$ cat src/rtl/instr_exec_unit.sv
// Multi-cycle executor for a small MIPS subset (ADDIU/ADDU/SUBU) with a 32-entry register file.
// Consumes one issued instruction at a time and exposes OUTPUT_REG once the LAST_PC instruction retires.
module instr_exec_unit #(
    parameter int unsigned OUTPUT_REG = 5,
    parameter int unsigned LAST_PC    = 7,
    parameter int unsigned DATA_W     = 16
) (
    input  logic              clk,
    input  logic              rst_n,
    input  logic [31:0]       instruction,
    input  logic              instr_valid,
    input  logic [3:0]        pc,
    output logic              done,
    output logic              display_availiable,
    output logic [DATA_W-1:0] value
);

    localparam logic [5:0] OP_RTYPE = 6'h00;
    localparam logic [5:0] OP_ADDIU = 6'h09;
    localparam logic [5:0] FN_ADDU  = 6'h21;
    localparam logic [5:0] FN_SUBU  = 6'h23;
    localparam logic [4:0] OREG     = 5'(OUTPUT_REG);
    localparam logic [3:0] FINAL_PC = 4'(LAST_PC);

    typedef enum logic [2:0] {
        S_IDLE, S_LATCH, S_DECODE, S_EXEC, S_WB, S_DONE
    } state_t;

    state_t            r_state;
    logic [31:0]       r_instr;
    logic [3:0]        r_pc;
    logic [5:0]        r_opcode;
    logic [4:0]        r_rs;
    logic [4:0]        r_rt;
    logic [4:0]        r_rd;
    logic [5:0]        r_funct;
    logic [15:0]       r_imm;
    logic [DATA_W-1:0] r_a;
    logic [DATA_W-1:0] r_b;
    logic [DATA_W-1:0] r_result;
    logic              r_we;
    logic [4:0]        r_waddr;
    logic [DATA_W-1:0] r_regs [32];
    logic              r_done;
    logic              r_disp;
    logic [DATA_W-1:0] r_value;

    logic [DATA_W-1:0] w_imm;
    logic [DATA_W-1:0] w_rd_a;
    logic [DATA_W-1:0] w_rd_b;
    logic [DATA_W-1:0] w_result;
    logic              w_we;
    logic [4:0]        w_waddr;
    logic              w_final;

    assign w_imm   = DATA_W'(r_imm);
    // $0 is hardwired; never trust the array slot even though it is never written
    assign w_rd_a  = (r_rs == 5'd0) ? '0 : r_regs[r_rs];
    assign w_rd_b  = (r_rt == 5'd0) ? '0 : r_regs[r_rt];
    assign w_final = (r_pc == FINAL_PC);

    always_comb begin
        w_result = '0;
        w_we     = 1'b0;
        w_waddr  = r_rd;
        if (r_opcode == OP_ADDIU) begin
            w_result = r_a + w_imm;
            w_waddr  = r_rt;
            w_we     = (r_rt != 5'd0);
        end else if (r_opcode == OP_RTYPE) begin
            if (r_funct == FN_ADDU) begin
                w_result = r_a + r_b;
                w_we     = (r_rd != 5'd0);
            end else if (r_funct == FN_SUBU) begin
                w_result = r_a - r_b;
                w_we     = (r_rd != 5'd0);
            end
        end
    end

    always_ff @(posedge clk) begin
        if (!rst_n) begin
            r_state  <= S_IDLE;
            r_instr  <= '0;
            r_pc     <= '0;
            r_opcode <= '0;
            r_rs     <= '0;
            r_rt     <= '0;
            r_rd     <= '0;
            r_funct  <= '0;
            r_imm    <= '0;
            r_a      <= '0;
            r_b      <= '0;
            r_result <= '0;
            r_we     <= 1'b0;
            r_waddr  <= '0;
            r_done   <= 1'b0;
            r_disp   <= 1'b0;
            r_value  <= '0;
            for (int i = 0; i < 32; i++) r_regs[i] <= '0;
        end else begin
            r_done <= 1'b0;
            case (r_state)
                S_IDLE: begin
                    if (instr_valid) begin
                        r_instr <= instruction;
                        r_pc    <= pc;
                        r_state <= S_LATCH;
                    end
                end
                S_LATCH: begin
                    r_opcode <= r_instr[31:26];
                    r_rs     <= r_instr[25:21];
                    r_rt     <= r_instr[20:16];
                    r_rd     <= r_instr[15:11];
                    r_funct  <= r_instr[5:0];
                    r_imm    <= r_instr[15:0];
                    r_state  <= S_DECODE;
                end
                S_DECODE: begin
                    r_a     <= w_rd_a;
                    r_b     <= w_rd_b;
                    r_state <= S_EXEC;
                end
                S_EXEC: begin
                    r_result <= w_result;
                    r_we     <= w_we;
                    r_waddr  <= w_waddr;
                    r_state  <= S_WB;
                end
                S_WB: begin
                    if (r_we) r_regs[r_waddr] <= r_result;
                    // Final snapshot is taken once; the write landing this cycle is forwarded
                    if (w_final && !r_disp) begin
                        r_value <= (r_we && r_waddr == OREG) ? r_result : r_regs[OREG];
                        r_disp  <= 1'b1;
                    end
                    r_done  <= 1'b1;
                    r_state <= S_DONE;
                end
                S_DONE: begin
                    r_state <= S_IDLE;
                end
                default: begin
                    r_state <= S_IDLE;
                end
            endcase
        end
    end

    assign done               = r_done;
    assign display_availiable = r_disp;
    assign value              = r_value;

endmodule

$ cat config.mk
export PLATFORM = sky130hd
export DESIGN_NAME = instr_exec_unit
export DESIGN_NICKNAME = d
export VERILOG_FILES = /design/src/rtl/instr_exec_unit.sv
export SDC_FILE = /design/constraint.sdc
export NUM_CORES = 1
export LEC_CHECK = 0
export ABC_AREA = 1
export ABC_CLOCK_PERIOD_IN_PS = 3520
export CAP_MARGIN = 20
export CORE_MARGIN = 5
export CORE_UTILIZATION = 40
export DETAILED_ROUTE_END_ITERATION = 10
export GPL_ROUTABILITY_DRIVEN = 0
export RECOVER_POWER = 25
export SKIP_LAST_GASP = 1
export SLEW_MARGIN = 20
export SYNTH_ARGS = -nofsm -noshare
export SYNTH_HDL_FRONTEND = slang
export SYNTH_SLANG_ARGS = --single-unit
$ cat constraint.sdc
create_clock -name clk -period 3.52 [get_ports clk]
set_clock_uncertainty 0.15 [all_clocks]
set_input_delay 0.704 -clock clk [delete_from_list [all_inputs] [get_ports clk]]
set_output_delay 0.704 -clock clk [all_outputs]
set_load 0.03 [all_outputs]
======== Word level (Yosys, flattened, before mapping) ========
Memories as Yosys holds them, arrays and structs flattened. A register that Yosys moved wholly into a read port is not among the register bits.
Cells that the tools add are included.
storage, ports and cells
  bits in registers ....................... 138
  bits in writable memories ............... 512
  output and inout port bits .............. 18
  logic and storage cells ................. 67
  memories ................................ 1
cells by class
  add/sub/neg operators ................... 3
  equal/unequal tests ..................... 9
  mux-type cells .......................... 26
  reduce and logical (&&, ||, !) cells .... 12
memory list
  name    depth  bits a word  rd ports  clocked after memory_dff  write ports  RTL line  text
  r_regs  32     16           3         3                         32           43        logic [DATA_W-1:0] r_regs [32];
operators with widths
  operator                                        number
  2-to-1 mux 16 bit                               7
  adder 16 bit                                    2
  2-to-1 mux 5 bit                                6
  OR reduction 16 bit                             1
  subtractor 16 bit                               1
  one-hot mux 3 bit (5 select lines)              1
  == test 6 bit (second input constant)           2
  2-to-1 mux 1 bit                                11
  logical NOT 5 bit                               2
  nonzero test 5 bit                              2
  == test 3 x 2 -> 1 bit (second input constant)  2
  == test 6 x 4 -> 1 bit (second input constant)  1
  logical NOT 6 bit                               1
  == test 4 x 3 -> 1 bit (second input constant)  1
  AND reduction 2 bit                             2
  == test 3 x 1 -> 1 bit (second input constant)  1
  == test 3 bit (second input constant)           1
  logical NOT 3 bit                               1
  2-to-1 mux 3 bit                                1
  logical NOT 1 bit                               2
  != test 2 bit (second input constant)           1
  logical AND 1 bit                               1

======== Longest topological paths before layout ========
Gate-level depths: netlist of the first run.
  depth in word-level cells ............... 6
  mapped depth ............................ 17
  gate-level depth less buffers ........... 17

======== Worst setup path before layout of the first run ========
OpenSTA, ideal clock, no wires.
  path type ............................... input to register
  from .................................... input port rst_n
  to ...................................... memory r_regs[5][0] (enable)
  setup time .............................. 372 ps
  arrival time ............................ 2295 ps
  path slack .............................. 703 ps
  stages .................................. 9
  path through ............................ buf_2 -> inv_2 -> nor2_4 -> nand2_4 -> nor3_4 -> nand2_2 -> buf_2 -> buf_2 -> nand2_1
RTL lines
  element      RTL line  text
  from (decl)  9         input logic rst_n,
  to (decl)    43

==> results.yml, run 1 <==
clocking:
  hold_buffers: 0
  h-tree-depth: 3
  ctsResizeCount: 0
  clk_pin_slew_worst_paths_ns: 0.06
  cts_tree: "done"
  cts_sinks: 665
  worst_skew_pair.late_latency_ns: 0.62
  cts_setup_buffers: 0
  cts-buffers-inserted: 75
  buffer_type_at_the_clock_tree_root: "clkbuf_16"
  cts.path.max_buffers: 3
routing:
  wirelength_mm: 129.1
  wire_per_inst_um: 24.00
  drt_iter0_drc: 4109
  vias: 32083
  firstDrtPassIters: 11
  vias_per_cell: 5.964
  ant_nets: 0
  drc: 0
placed_design:
  placement.cell_area_sq_um: 38060
  buffer_ports.inserted: 56
  detailed_place_hpwl_mm: 88.52
power_and_ir_drop:
  p_leak_nw: 14.37
  power.share.switching: 0.3116
  power.ir.vdd_worst_v: 0.0003010
  clockPowerShare: 0.371
  totalPowerFinal_w: 0.02148
  pwr-share-comb: 0.205
  seq_power_share: 0.425
  power_switching_w: 0.006693
  power_report.internal_total_w: 0.01478
  powerDensity_nw_per_um2: 532.0
final_layout:
  layout.cell_area.non_filler_sq_um: 40370
  multi_input_comb_area_sq_um: 14970
  antennaDiodeCount: 0
  drive_gt1_frac: 0.06692
  ff_latch_area_sq_um: 18460
  nets: 4246
  layout_common_cells: "1036 x nor2_1, 512 x edfxtp_1, 369 x o21ai_0"
  syn2layout_area_growth_pct: 12.51
  final.fill_count: 8604
  finalCoreUtilization: 0.4554
  mostFrequentLayoutCell: "nor2_1"
setup_path:
  startpoint_type: "flop"
  critical_path.slowest_cell: "nand2_1"
  crit_path_cell_trace: "nor2_1 > nand2_1 > nor2_1 > nand2_4 > nor3_1 > buf_4 > nand2_1 > nand2_1 > buf_4"
  worst_path_dominant_cell_family: "simple AND/OR/NAND/NOR gates"
  critical_path_class: "reg -> reg"
  critPathArrivalTime_ns: 3.09
  cpMostUsedCell: "nand2_1"
  crit_path_end_kind: "flop"
  critical_path_buf_inv_count: 2
  critical_path.max_fanout: 17
  cp_required_ns: 3.69
  max_stage_delay_ns: 0.41
timing:
  finalMaxSlewViolations: 0
  maxSlewHeadroom: 0.07371
  fin_hold_ws_ns: 0.2610
  final_hold_viol_count: 0
  maxClockFrequency_mhz: 342.6
  report.final.setup_viol: 0
  timing.setup.tns_ns: 0
  worstMarginPinSlew_ns: 1.389
  layout_worst_path_cycle_share: 0.8293
  grt_setup_unrepaired: "false"
  final.min_clock_period_ns: 2.919
die:
  core-area_sq_um: 88650
  chipHeight_um: 309.5
  fp.dieW_um: 309.5
  num_rows: 109
  fp.dieArea_sq_um: 95790
  ioPinCount: 57
  floorplan.initialDensity: 0.4048
yosys:
  avgSynthCellArea_sq_um: 8.494
  postSynth.asyncResetShare: 0
  synth.yosys.warnings: 0
  syn_area_sq_um: 35880
  synth_sequential_area_ratio: 0.5139
  yosys_most_used_dff: "edfxtp_1"
  ys_types: 38
  synth.ff_latch_count: 665
  syn_inst: 4224
  syn-num-nets: 4312
  synth-edff-count: 512
global_routing:
  first_global_vias: 29547
  total_grt_usage: 0.2601
  first_pass_grt_wire_length_mm: 189.3
  global_route.overflow_total: 0
  grt_start_max_net_pins: 117
  grt_antenna_before_repair: 1
outcome:
  outcome: "finished clean"
job:
  maxCapViolCount: 0
hold_path:
  min-delay-path-class: "in -> reg"
[per-stage QoR]
step | std cells | worst slack, ns
after floorplan | 4224 | 0.7034
after detailed placement | 5245 | 0.6530
after CTS | 5378 | 0.8303
after global routing | 5379 | 0.3605
final | 5379 | 0.6008
after global placement | 5245 | 0.6859
[cells in the mapped netlist, drive strengths merged, types with 3 or more instances]
cell,number,area (sq um)
clkbuf,301,1130
nor3,26,175.2
o21bai,228,1712
nand4,8,50.05
buf,58,249.0
o21ai,401,2007
dfxtp,153,3063
o211ai,19,142.6
fa,3,60.06
nand3,303,1516
ha,46,575.6
a211oi,32,240.2
o221ai,214,1874
inv,257,964.7
o21a,11,82.58
edfxtp,512,15370
a21oi,215,1076
a31oi,6,37.54
nor2,1036,3899
a21o,3,22.52
and2,3,18.77
clkinv,10,37.54
nand2,365,1460
nand3b,3,22.52
a221oi,4,35.03
[path summary, 6_finish.rpt]
kind              cells after the start        from             to  slack, ns
setup / recovery                      9  r_state[0]  r_regs[13][7]       0.60
hold / removal                        3       rst_n           done       0.26
setup reg to reg                      9  r_state[0]  r_regs[13][7]       0.60
hold reg to reg                       2  r_instr[5]     r_instr[5]       0.29
[cell families (layout without fill, tap and decap cells)]
group                      Yosys count  count (layout)  share of synthesized area
adders and majority gates           49              49                    0.01771
AOI/OAI and AO/OA                 1134            1134                     0.2017
buffers and inverters              626             616                    0.06636
DFF                                665             665                     0.5139
xor gates and xnor gates             4               4                  0.0009766
and+or+nand+nor                   1746            1746                     0.1994
[cell type report]
cell class	count	share of cell area
Clock buffer	97	0.05037
Clock inverter	36	0.01041
Inverter	267	0.02520
Multi-Input combinational cell	2933	0.3709
Sequential cell	665	0.4572
Tap cell	1165	0.03611
Timing Repair Buffer	216	0.04984
[power by group through the flow]
stage / registers, W / logic [W] / clock network [W]
CTS: 0.00911 / 0.00426 / 0.00806
global placement: 0.00927 / 0.00421 / 0
global route: 0.00915 / 0.00470 / 0.00836
detailed placement: 0.00927 / 0.00425 / 0
finish: 0.00912 / 0.00439 / 0.00797
floorplan: 0.00909 / 0.00272 / 0
[worst reg2reg max path: cells and delay by family (launching register included)]
kind | cells | cell delay, ns
and+or+nand+nor | 7 | 1.56
DFF | 1 | 0.34
buffers and inverters | 2 | 0.58
[layer usage]
metal  vias up  GRT usage  share of wire
li1      14591          -              -
met2      1676     0.4072           0.45
met5         -          0       0.000054
met1     15535     0.3599           0.41
met3       279    0.05591           0.10
met4         2    0.09176          0.039
[sequential cells by signal, summed over array words and instances (netlist names), named ones only]
name and cells:
r_instr 32, r_result 16, r_b 16, done 1
r_a 16, r_imm 6, r_we 1, r_funct 5
display_availiable 1, r_rd 5, r_state 3, r_opcode 6
r_waddr 5, r_regs 512, r_pc 4, r_rt 5
value 16, r_rs 5
(Power assumes the default switching activity.)
==> run 2, diff against run 1 <==
--- a/config.mk
+++ b/config.mk
@@ -6,7 +6,7 @@
 export NUM_CORES = 1
 export LEC_CHECK = 0
 export ABC_AREA = 1
-export ABC_CLOCK_PERIOD_IN_PS = 3520
+export ABC_CLOCK_PERIOD_IN_PS = 2800
 export CAP_MARGIN = 20
 export CORE_MARGIN = 5
 export CORE_UTILIZATION = 40
==> constraint.sdc (replaced) <==
create_clock -name clk -period 2.8 [get_ports clk]
set_clock_uncertainty 0.15 [all_clocks]
set_input_delay 0.56 -clock clk [delete_from_list [all_inputs] [get_ports clk]]
set_output_delay 0.56 -clock clk [all_outputs]
set_load 0.03 [all_outputs]
==> results.yml, run 2 (synthesis results as in run 1) <==
clocking:
  h-tree-depth: 3
  cts_sinks: 665
  buffer_type_at_the_clock_tree_root: "clkbuf_16"
  clk_pin_slew_worst_paths_ns: 0.06
  cts.path.max_buffers: 3
  ctsResizeCount: 0
  hold_buffers: 0
  cts-buffers-inserted: 75
  cts_setup_buffers: 0
  worst_skew_pair.late_latency_ns: 0.64
  cts_tree: "done"
power_and_ir_drop:
  power.ir.vdd_worst_v: 0.0003940
  powerDensity_nw_per_um2: 659.4
  totalPowerFinal_w: 0.02694
  p_leak_nw: 14.66
timing:
  post-route-worst-setup-slack_ns: 0.1879
  worstMarginPinSlew_ns: 1.397
  report.final.setup_viol: 0
  final_hold_viol_count: 0
  maxSlewHeadroom: 0.06896
  layout_worst_path_cycle_share: 0.9329
  final.min_clock_period_ns: 2.612
  finalMaxSlewViolations: 0
  maxClockFrequency_mhz: 382.8
  timing.setup.tns_ns: 0
  grt_setup_unrepaired: "false"
routing:
  drt_iter0_drc: 4751
  vias: 32392
  vias_per_cell: 5.966
  firstDrtPassIters: 6
  ant_nets: 0
  wire_per_inst_um: 23.95
  drc: 0
  wirelength_mm: 130.0
final_layout:
  finish.cell_count_without_fillers: 5429
  mostFrequentLayoutCell: "nor2_1"
  nets: 4296
  largest_register_ff_count: 512
  reg_top3: "r_regs: 512 flops, r_instr: 32 flops"
  antennaDiodeCount: 0
  syn2layout_area_growth_pct: 13.84
  register_with_the_most_flip_flops: "r_regs"
  drive_gt1_frac: 0.08114
  layout_common_cells: "1036 x nor2_1, 512 x edfxtp_1, 369 x o21ai_0"
setup_path:
  crit_path_end_kind: "flop"
  critical_path_class: "reg -> reg"
  critPathArrivalTime_ns: 2.79
  cp_required_ns: 2.98
  critical_path.max_fanout: 17
  startpoint_type: "flop"
placed_design:
  buffer_ports.inserted: 56
  place_inst: 5296
  detailed_place_hpwl_mm: 91.06
  place_worst_setup_slack_ns: 0.3756
outcome:
  outcome: "finished clean"
global_routing:
  first_pass_grt_wire_length_mm: 192.6
  global_route.overflow_total: 0
  grt.met3_usage: 0.05379
  first_global_vias: 30100
  total_grt_usage: 0.2637
  grt_antenna_before_repair: 3
  top_usage_layer: "met2"
  global_route.usage.met1: 0.3611
  grt_start_max_net_pins: 117
  met2_capacity_usage_during_global_routing: 0.4083
die:
  core-area_sq_um: 88650
  fp.dieArea_sq_um: 95790
  chipHeight_um: 309.5
  num_rows: 109
  fp.dieW_um: 309.5
  ioPinCount: 57
  floorplan.initialDensity: 0.4048
hold_path:
  min-delay-path-class: "in -> reg"
job:
  maxCapViolCount: 0
-- run 2: changes by cell type in the layout (fill, tap and decap cells not counted), moves of 2 or more --
cell	change
clkbuf_2	+14
buf_12	+9
clkinv_1	+6
buf_4	+34
bufinv_16	-2
clkinvlp_4	-2
nand2_2	+9
nand2_1	-9
clkbuf_8	+3
nor3_4	+2
clkbuf_1	-11
-- run 2: worst max-delay path: stages (launching register included) --
cell     delay [ns]
dfxtp_1        0.34
nor2_1         0.20
nand2_2        0.09
nor2_1         0.30
nand2_4        0.15
nor3_1         0.31
buf_12         0.22
nand2_2        0.21
nand2_1        0.14
buf_4          0.19
-- run 2: worst paths after layout --
| check | start | endpoint | slack, ns | depth (start not counted) |
|---|---|---|---|---|
| setup / recovery | r_state[0] | r_regs[30][12] | 0.19 | 9 |
| hold / removal | rst_n | done | 0.14 | 3 |
| setup reg to reg | r_state[0] | r_regs[30][12] | 0.19 | 9 |
| hold reg to reg | r_rs[4] | flop | 0.29 | 2 |
-- run 2: cell type report --
cell class	count	area, sq um
fill	8525	47800
sequential	665	18460
multi-input combinational	2933	15010
timing repair buffer	266	2480
clock buffer	95	2056
tap	1165	1458
inverter	267	1017
clock inverter	38	369.1
-- run 2: per-layer routing --
metal	vias to the layer above	wire length [um]
li1	14727	-
met1	15624	52860
met2	1700	57890
met3	337	12770
met4	4	6380
met5	-	120
-- run 2: through the flow --
step	util	hold WS, ns	cell area (sq um)
after global routing	0.4608	0.1292	40850
after global placement	0.4349	0.2822	38550
after CTS	0.4622	0.07769	40970
after detailed placement	0.4349	0.2839	38550
after floorplan	-	0.2705	35880
final	0.4608	0.1401	40850
-- run 2: power by group --
part | total (W) | switching [W] | internal (W) | leakage [nW]
logic | 0.00563 | 0.00388 | 0.00175 | 6.94
clock network | 0.00986 | 0.00411 | 0.00575 | 1.18
registers | 0.0115 | 0.000407 | 0.0110 | 6.54
total | 0.0269 | 0.00839 | 0.0185 | 14.7
